## src/rtl/mem_request_master.sv

```systemverilog
// Core-side initiator for the RAM request/acknowledge protocol.
// Byte stores are read-modify-write because the responder always moves a full 4-byte word.
module mem_request_master #(
  parameter int unsigned TIMEOUT_CYCLES = 64
) (
  input  logic        clk,
  input  logic        reset,
  input  logic        cmdValid,
  output logic        cmdReady,
  input  logic        cmdWrite,
  input  logic        cmdByte,
  input  logic [31:0] cmdAddress,
  input  logic [31:0] cmdData,
  output logic        rspValid,
  output logic [31:0] rspData,
  output logic        rspError,
  output logic [31:0] ramAddress,
  output logic [31:0] ramOut,
  output logic        readReq,
  output logic        writeReq,
  input  logic [31:0] ramValue,
  input  logic        readAck,
  input  logic        writeAck
);

  typedef enum logic [2:0] {
    IDLE,
    RD_REQ,
    RD_WAIT,
    WR_REQ,
    WR_WAIT
  } state_t;

  state_t      state, stateNext;
  logic [15:0] waitCount, waitCountNext;
  logic        isWrite, isWriteNext;
  logic        isByte, isByteNext;
  logic [31:0] ramAddressNext, ramOutNext, rspDataNext;
  logic        rspValidNext, rspErrorNext;
  logic        timeoutHit;

  // Request pulses and ready are decoded from state so they last exactly one state cycle.
  assign cmdReady   = (state == IDLE) && !reset;
  assign readReq    = (state == RD_REQ);
  assign writeReq   = (state == WR_REQ);
  // Asserted on the last permitted wait cycle; if no ack arrives in it the access aborts.
  assign timeoutHit = (32'(waitCount) == (TIMEOUT_CYCLES - 32'd1));

  always_comb begin
    stateNext      = state;
    waitCountNext  = waitCount;
    isWriteNext    = isWrite;
    isByteNext     = isByte;
    ramAddressNext = ramAddress;
    ramOutNext     = ramOut;
    rspDataNext    = rspData;
    rspValidNext   = 1'b0;
    rspErrorNext   = 1'b0;
    case (state)
      IDLE: begin
        if (cmdValid && cmdReady) begin
          isWriteNext    = cmdWrite;
          isByteNext     = cmdByte;
          ramAddressNext = cmdAddress;
          ramOutNext     = cmdData;
          stateNext      = (cmdWrite && !cmdByte) ? WR_REQ : RD_REQ;
        end
      end
      RD_REQ: begin
        waitCountNext = '0;
        stateNext     = RD_WAIT;
      end
      RD_WAIT: begin
        if (readAck) begin
          if (isWrite) begin
            // ramOut[7:0] still holds the store byte captured at accept.
            ramOutNext = {ramValue[31:8], ramOut[7:0]};
            stateNext  = WR_REQ;
          end else begin
            rspValidNext = 1'b1;
            rspDataNext  = isByte ? {24'b0, ramValue[7:0]} : ramValue;
            stateNext    = IDLE;
          end
        end else if (timeoutHit) begin
          rspValidNext = 1'b1;
          rspErrorNext = 1'b1;
          rspDataNext  = '0;
          stateNext    = IDLE;
        end else begin
          waitCountNext = waitCount + 16'd1;
        end
      end
      WR_REQ: begin
        waitCountNext = '0;
        stateNext     = WR_WAIT;
      end
      WR_WAIT: begin
        if (writeAck) begin
          rspValidNext = 1'b1;
          rspDataNext  = '0;
          stateNext    = IDLE;
        end else if (timeoutHit) begin
          rspValidNext = 1'b1;
          rspErrorNext = 1'b1;
          rspDataNext  = '0;
          stateNext    = IDLE;
        end else begin
          waitCountNext = waitCount + 16'd1;
        end
      end
      default: stateNext = IDLE;
    endcase
  end

  always_ff @(posedge clk) begin
    if (reset) begin
      state      <= IDLE;
      waitCount  <= '0;
      isWrite    <= 1'b0;
      isByte     <= 1'b0;
      ramAddress <= '0;
      ramOut     <= '0;
      rspData    <= '0;
      rspValid   <= 1'b0;
      rspError   <= 1'b0;
    end else begin
      state      <= stateNext;
      waitCount  <= waitCountNext;
      isWrite    <= isWriteNext;
      isByte     <= isByteNext;
      ramAddress <= ramAddressNext;
      ramOut     <= ramOutNext;
      rspData    <= rspDataNext;
      rspValid   <= rspValidNext;
      rspError   <= rspErrorNext;
    end
  end

endmodule

```

## config.mk

```make
export PLATFORM = sky130hd
export DESIGN_NAME = mem_request_master
export DESIGN_NICKNAME = d
export VERILOG_FILES = /design/src/rtl/mem_request_master.sv
export SDC_FILE = /design/constraint.sdc
export NUM_CORES = 1
export LEC_CHECK = 0
export BUFFER_PORTS_ARGS = -buffer_cell sky130_fd_sc_hd__clkbuf_2
export CORE_UTILIZATION = 44
export CTS_CLUSTER_SIZE = 20
export DETAILED_ROUTE_END_ITERATION = 10
export GPL_ROUTABILITY_DRIVEN = 0
export PLACE_DENSITY_LB_ADDON = 0.08
export SYNTH_ARGS = -nofsm -noshare
export SYNTH_HDL_FRONTEND = slang
export SYNTH_SLANG_ARGS = --single-unit
```

## constraint.sdc

```tcl
create_clock -name clk -period 2.3 [get_ports clk]
set_input_delay 0.46 -clock clk [delete_from_list [all_inputs] [get_ports clk]]
set_output_delay 0.46 -clock clk [all_outputs]
set_load 0.02 [all_outputs]
```

After elaboration in Yosys (flattened, before gate mapping). Cells that the tools add are included.

Output and inout bits: 101. Input bits: 103. Logic and storage cells: 67. Register bits after elaboration: 119.

$add $sub $neg: 1. Muxes and demuxes: 29. Equality and inequality tests: 11. Reductions and logical operators: 15. Bitwise gates (word level): 1.

Operators by type and width (number): $mux 32 (8); $pmux 32 s2 (2); $mux 16 (3); $pmux 16 s3 (1); $add 16x1->16 const B (1); $eq 16x6->1 const B (1); $pmux 3 s5 (1); $mux 3 (4); $ne 2x2->1 const B (4); $eq 3x2->1 const B (2); $mux 1 (6); $reduce_and 3->1 (2); $mux 2 (2); $pmux 1 s2 (2); $reduce_and 2->1 (2); $reduce_and 4->1 (1); $reduce_bool 2->1 (2); $eq 3x1->1 const B (1); $eq 3x3->1 const B (1); $logic_and 1x1->1 (3); $logic_not 3->1 (1); $ne 3x3->1 const B (1); $reduce_bool 3->1 (1); $logic_not 1->1 (2); 3 further kinds (3).

Depth between registers and ports, before layout.
Depth in word-level cells: 5. Mapped depth: 8. Gate-level depth less buffers: 6.

Least setup slack after synthesis. OpenSTA, ideal clock, no wires.

Path kind: input to register. From: input port reset. To: register ramOut[21]. Cell stages on the path: 6. Path buffers: 2. Setup slack: -4 ps. Setup time: 133 ps. Data required time: 2167 ps. Data arrival time: 2170 ps. Path through: nor4_1 > nand2_1 > o21ai_0 > buf_2 > buf_2 > a311oi_1.

Longest elaborated chain between the ends: 5.

RTL lines: start: declaration (RTL line 7) `input logic reset,`; $logic_not 1->1 (RTL line 43) `assign cmdReady = (state == IDLE) && !reset;`; $logic_and 1x1->1 (RTL line 43); $logic_and 1x1->1 (RTL line 61) `if (cmdValid && cmdReady) begin`; $ne 2x1->1 (no line); $reduce_and 4->1 (no line); end signal: assignment (RTL line 132) `ramOut <= ramOutNext;`; end: declaration (RTL line 18) `output logic [31:0] ramOut,`.

Parallel ways exist; a longest one is shown, timed or not. A chain may end at the register's enable or synchronous reset.

Worst setup path after layout.
From: register state[1]. To: register rspData[29].

Longest elaborated chain between the ends: 3. Elaborated cells on any way between the ends: 6. Classes of those cells: eq/ne (3); mux (1); reduce/logical (2).

RTL lines: start: declaration (RTL line 34) `state_t state, stateNext;`; start signal: assignment (RTL line 127) `state <= stateNext;`; $eq 3x2->1 / $eq 3x3->1 (equally long branches) (RTL line 59) `case (state)`; $ne 3x3->1 (no line) / $reduce_bool 2->1 (equally long branches); $reduce_and 2->1 (no line); end signal: assignment (RTL line 133) `rspData <= rspDataNext;`; end: declaration (RTL line 15) `output logic [31:0] rspData,`.

Parallel ways exist; a longest one is shown, timed or not.

==> qor.csv <==
stage,metric,value,unit
run_status,status,"complete, no violations",
worst_setup_path,crit path kind,flip-flop to flip-flop,
run,number of max-cap violations,0,
sta,endpoints failing hold,0,
grt,antenna violations before repair,0,
synthesis,post-synthesis mux area share,0.00209,
worst_setup_path,Worst Path Buf+Inv,2,
worst_setup_path,critical path's slowest cell,or3b_2,
worst_setup_path,worst-path cell chain,buf_4 > or3b_2 > nand2_1 > buf_4 > a311oi_2 > nor2_1 > a22o_1,
min_path,Worst Hold Class,input pin to flip-flop,
synthesis,Mapped Avg Cell Area,8.12,um2
synthesis,Syn Nets,693,
power_and_ir_drop,Leak Pwr,2.98,nW
final_layout,NumNets Final,895,
cts,H-tree Lvls,4,
grt,gr ovfl total,0,
synthesis,Synth Area in Simple Gates,0.313,
sta,RSZ-0062 raised after global routing,no,
sta,Final Max Tran Viols,0,
sta,Final Critical Period,2150,ps
placed_design,Placed Cells incl. Taps,906,
drt,routed vias/inst,5.32,
sta,max frequency,465,MHz
worst_setup_path,"CP delay by family, top",simple AND/OR/NAND/NOR gates,
synthesis,Synth Area in Compound Gates,0.139,
drt,wire length per cell,15.2,um
sta,fin crit share,0.934,
final_layout,Layout area overhead,37.2,%
floorplan,Die Ht,106,um
cts,Post-CTS Setup Bufs,0,
sta,Setup Viol. Count Final,0,
synthesis,XOR/XNOR share of the synthesized area,0.00549,
cts,CTS Hold Bufs,0,
drt,Post-Route WL,14.2,mm
worst_setup_path,Worst Path Max Fanout,9,
worst_setup_path,Setup crit end kind,flip-flop,
cts,clock latency on the worst-skew pair,500,ps
worst_setup_path,CP most frequent cell,buf_4,
cts,Root Buffer,clkbuf_8,
cts,TritonCTS Buffers,17,
synthesis,sequential element share of the synthesized area,0.498,
placed_design,Port Buf Inserts,203,
cts,"CTS clk-pin slew, worst paths",50,ps
sta,setup TNS,0,ps
grt,largest net degree at the start of global routing,49,
drt,drt first-iter violations,304,
placed_design,HPWL after DPL,9.53,mm
power_and_ir_drop,PD cells,833,nW/um2
synthesis,largest family of logic cells by synthesized area,simple AND/OR/NAND/NOR gates,
cts,CTS Buffer Depth,2,
floorplan,row count,37,
sta,Worst Max-Slew Pin Slew,734,ps
cts,clock sinks,119,
worst_setup_path,largest stage delay on the critical path,460,ps
power_and_ir_drop,Power Total,0.00547,W
drt,DRC,0,
synthesis,post-synth cell types,44,
cts,TritonCTS clock tree,built,
synthesis,Syn Inst Count,589,
drt,DRT Pass-1 Iters,6,
synthesis,"flops & latches, synth",119,
grt,vias in the first global route,4582,
final_layout,ANT cells,0,
sta,clock skew after layout,6.31,ps
floorplan,Core ar.,10400,um2
synthesis,warnings from Yosys,0,
floorplan,die area,11300,um2
floorplan,Initial Util,0.459,
synthesis,Mapped Area,4780,um2
final_layout,fill count,923,
grt,first-pass GRT wire length,21.8,mm
grt,Total GRT Usage,0.245,
floorplan,Top Ports,204,
power_and_ir_drop,Peak VDD IR,0.533,mV
sta,Slew HR,0.509,
floorplan,Die W,106,um
worst_setup_path,Worst EP arrival,2590,ps
final_layout,layout cells sized above 1,0.328,
final_layout,final instance count without filler cells,936,
worst_setup_path,worst path required time,2750,ps
synthesis,Synth Area in Adders,0.00262,
drt,ANT nets after route,0,
worst_setup_path,CP Launch Type,flip-flop,
drt,routed vias,4978,
[flip-flops by register name (all words and copies together) (netlist names)]
signal      flops
isByte          1
isWrite         1
ramAddress     32
ramOut         32
rspData        32
rspError        1
rspValid        1
state           3
waitCount      16
[area by class of cell]
type	count	area [um2]	share of cell area
Sequential cell	119	2380	0.363
Multi-Input combinational cell	427	2290	0.348
Timing Repair Buffer	224	1200	0.183
Clock buffer	23	467	0.0711
Tap cell	136	170	0.0259
Clock inverter	5	50.0	0.00762
Inverter	2	7.51	0.00114
[cell usage in the layout (no fill, tap or decap), drive strengths merged, types with 2 or more instances in the layout]
cell,n
clkbuf,226
nand2,162
dfxtp,119
a21oi,51
nand3,50
nor2,36
a311oi,25
buf,21
nand3b,20
nand2b,10
o21ai,10
or3,9
and2,5
a22o,5
nor2b,5
clkinv,4
nand4,4
nor3,4
and3,3
or4,3
xor2,3
nor4,3
or3b,3
inv,2
o21a,2
and4,2
o31ai,2
[tightest hold or removal path: stages]
cell      delay (ps)
clkbuf_2          70
nand2_1           40
nand2_1           40
[routing by layer]
layer	part of all wire	wire length (um)	global-route usage
met1	0.41	5830	0.284
met2	0.48	6790	0.404
met3	0.090	1270	0.0914
met4	0.022	308	0.107
met5	0	0	0
[timing repair]
item	in CTS	in global routing
gates resized for setup	0	6
setup endpoints to repair	0	54
endpoints found under the hold margin	0	0
[stage by stage]
stage / hold WS (ps) / setup WS, ps / util / area, um2
finish: 137 / 151 / 0.630 / 6560
global route: 117 / 22.4 / 0.630 / 6560
CTS: 111 / 90.8 / 0.625 / 6510
detailed placement: 444 / 109 / 0.576 / 6000
global placement: 439 / 225 / 0.576 / 6000
floorplan: 452 / 180 / - / 4790
[synth_stat cells (all sizes together)]
library cell  instances  area share
or3                   9       0.012
o2111ai               1      0.0018
nand4                 4      0.0065
a221o                 1      0.0021
ha                    1      0.0026
mux2i                 1      0.0021
a311oi               25       0.047
nand3b               20       0.031
and3                  3      0.0039
inv                   2      0.0016
o31ai                 2      0.0031
nand3                50       0.052
a2111oi               1      0.0018
nor3                  3      0.0042
clkbuf               28       0.022
buf                  15       0.016
o21a                  2      0.0031
dfxtp               119        0.50
nand2               162        0.13
o21ai                 9      0.0094
nor4                  3      0.0039
or3b                  3      0.0055
o211a                 1      0.0021
or4                   3      0.0047
nor3b                 1      0.0016
nor2                 36       0.028
and4                  2      0.0037
xor2                  3      0.0055
nor4bb                1      0.0021
a31oi                 1      0.0013
a21oi                51       0.056
nor2b                 5      0.0065
and2                  5      0.0065
o41ai                 1      0.0018
a22o                  5      0.0092
nand2b               10       0.013
[final timing paths]
path / from / end / slack (ps) / depth (start not counted)
min reg2reg: rspData[25]$_SDFFE_PP0P_ / rspData[25]$_SDFFE_PP0P_ / 450 / 2
max reg2reg: state[1]$_SDFFE_PP0P_ / rspData[29]$_SDFFE_PP0P_ / 150 / 7
max: state[1]$_SDFFE_PP0P_ / rspData[29]$_SDFFE_PP0P_ / 150 / 7
min: cmdAddress[29] / ramAddress[29]$_SDFFE_PP0P_ / 140 / 3
[power breakdown]
part	internal [W]	switching [W]	total (W)
registers	0.00220	0.0000879	0.00229
clock network	0.00148	0.000826	0.00231
logic	0.000316	0.000555	0.000871
total	0.00400	0.00147	0.00547
[cells by family after synthesis]
group,after synthesis
simple gates,320
flops,119
compound gates,100
buf+inv,45
xor+xnor,3
mux,1
fa+ha+maj,1
(Power assumes the default switching activity.)
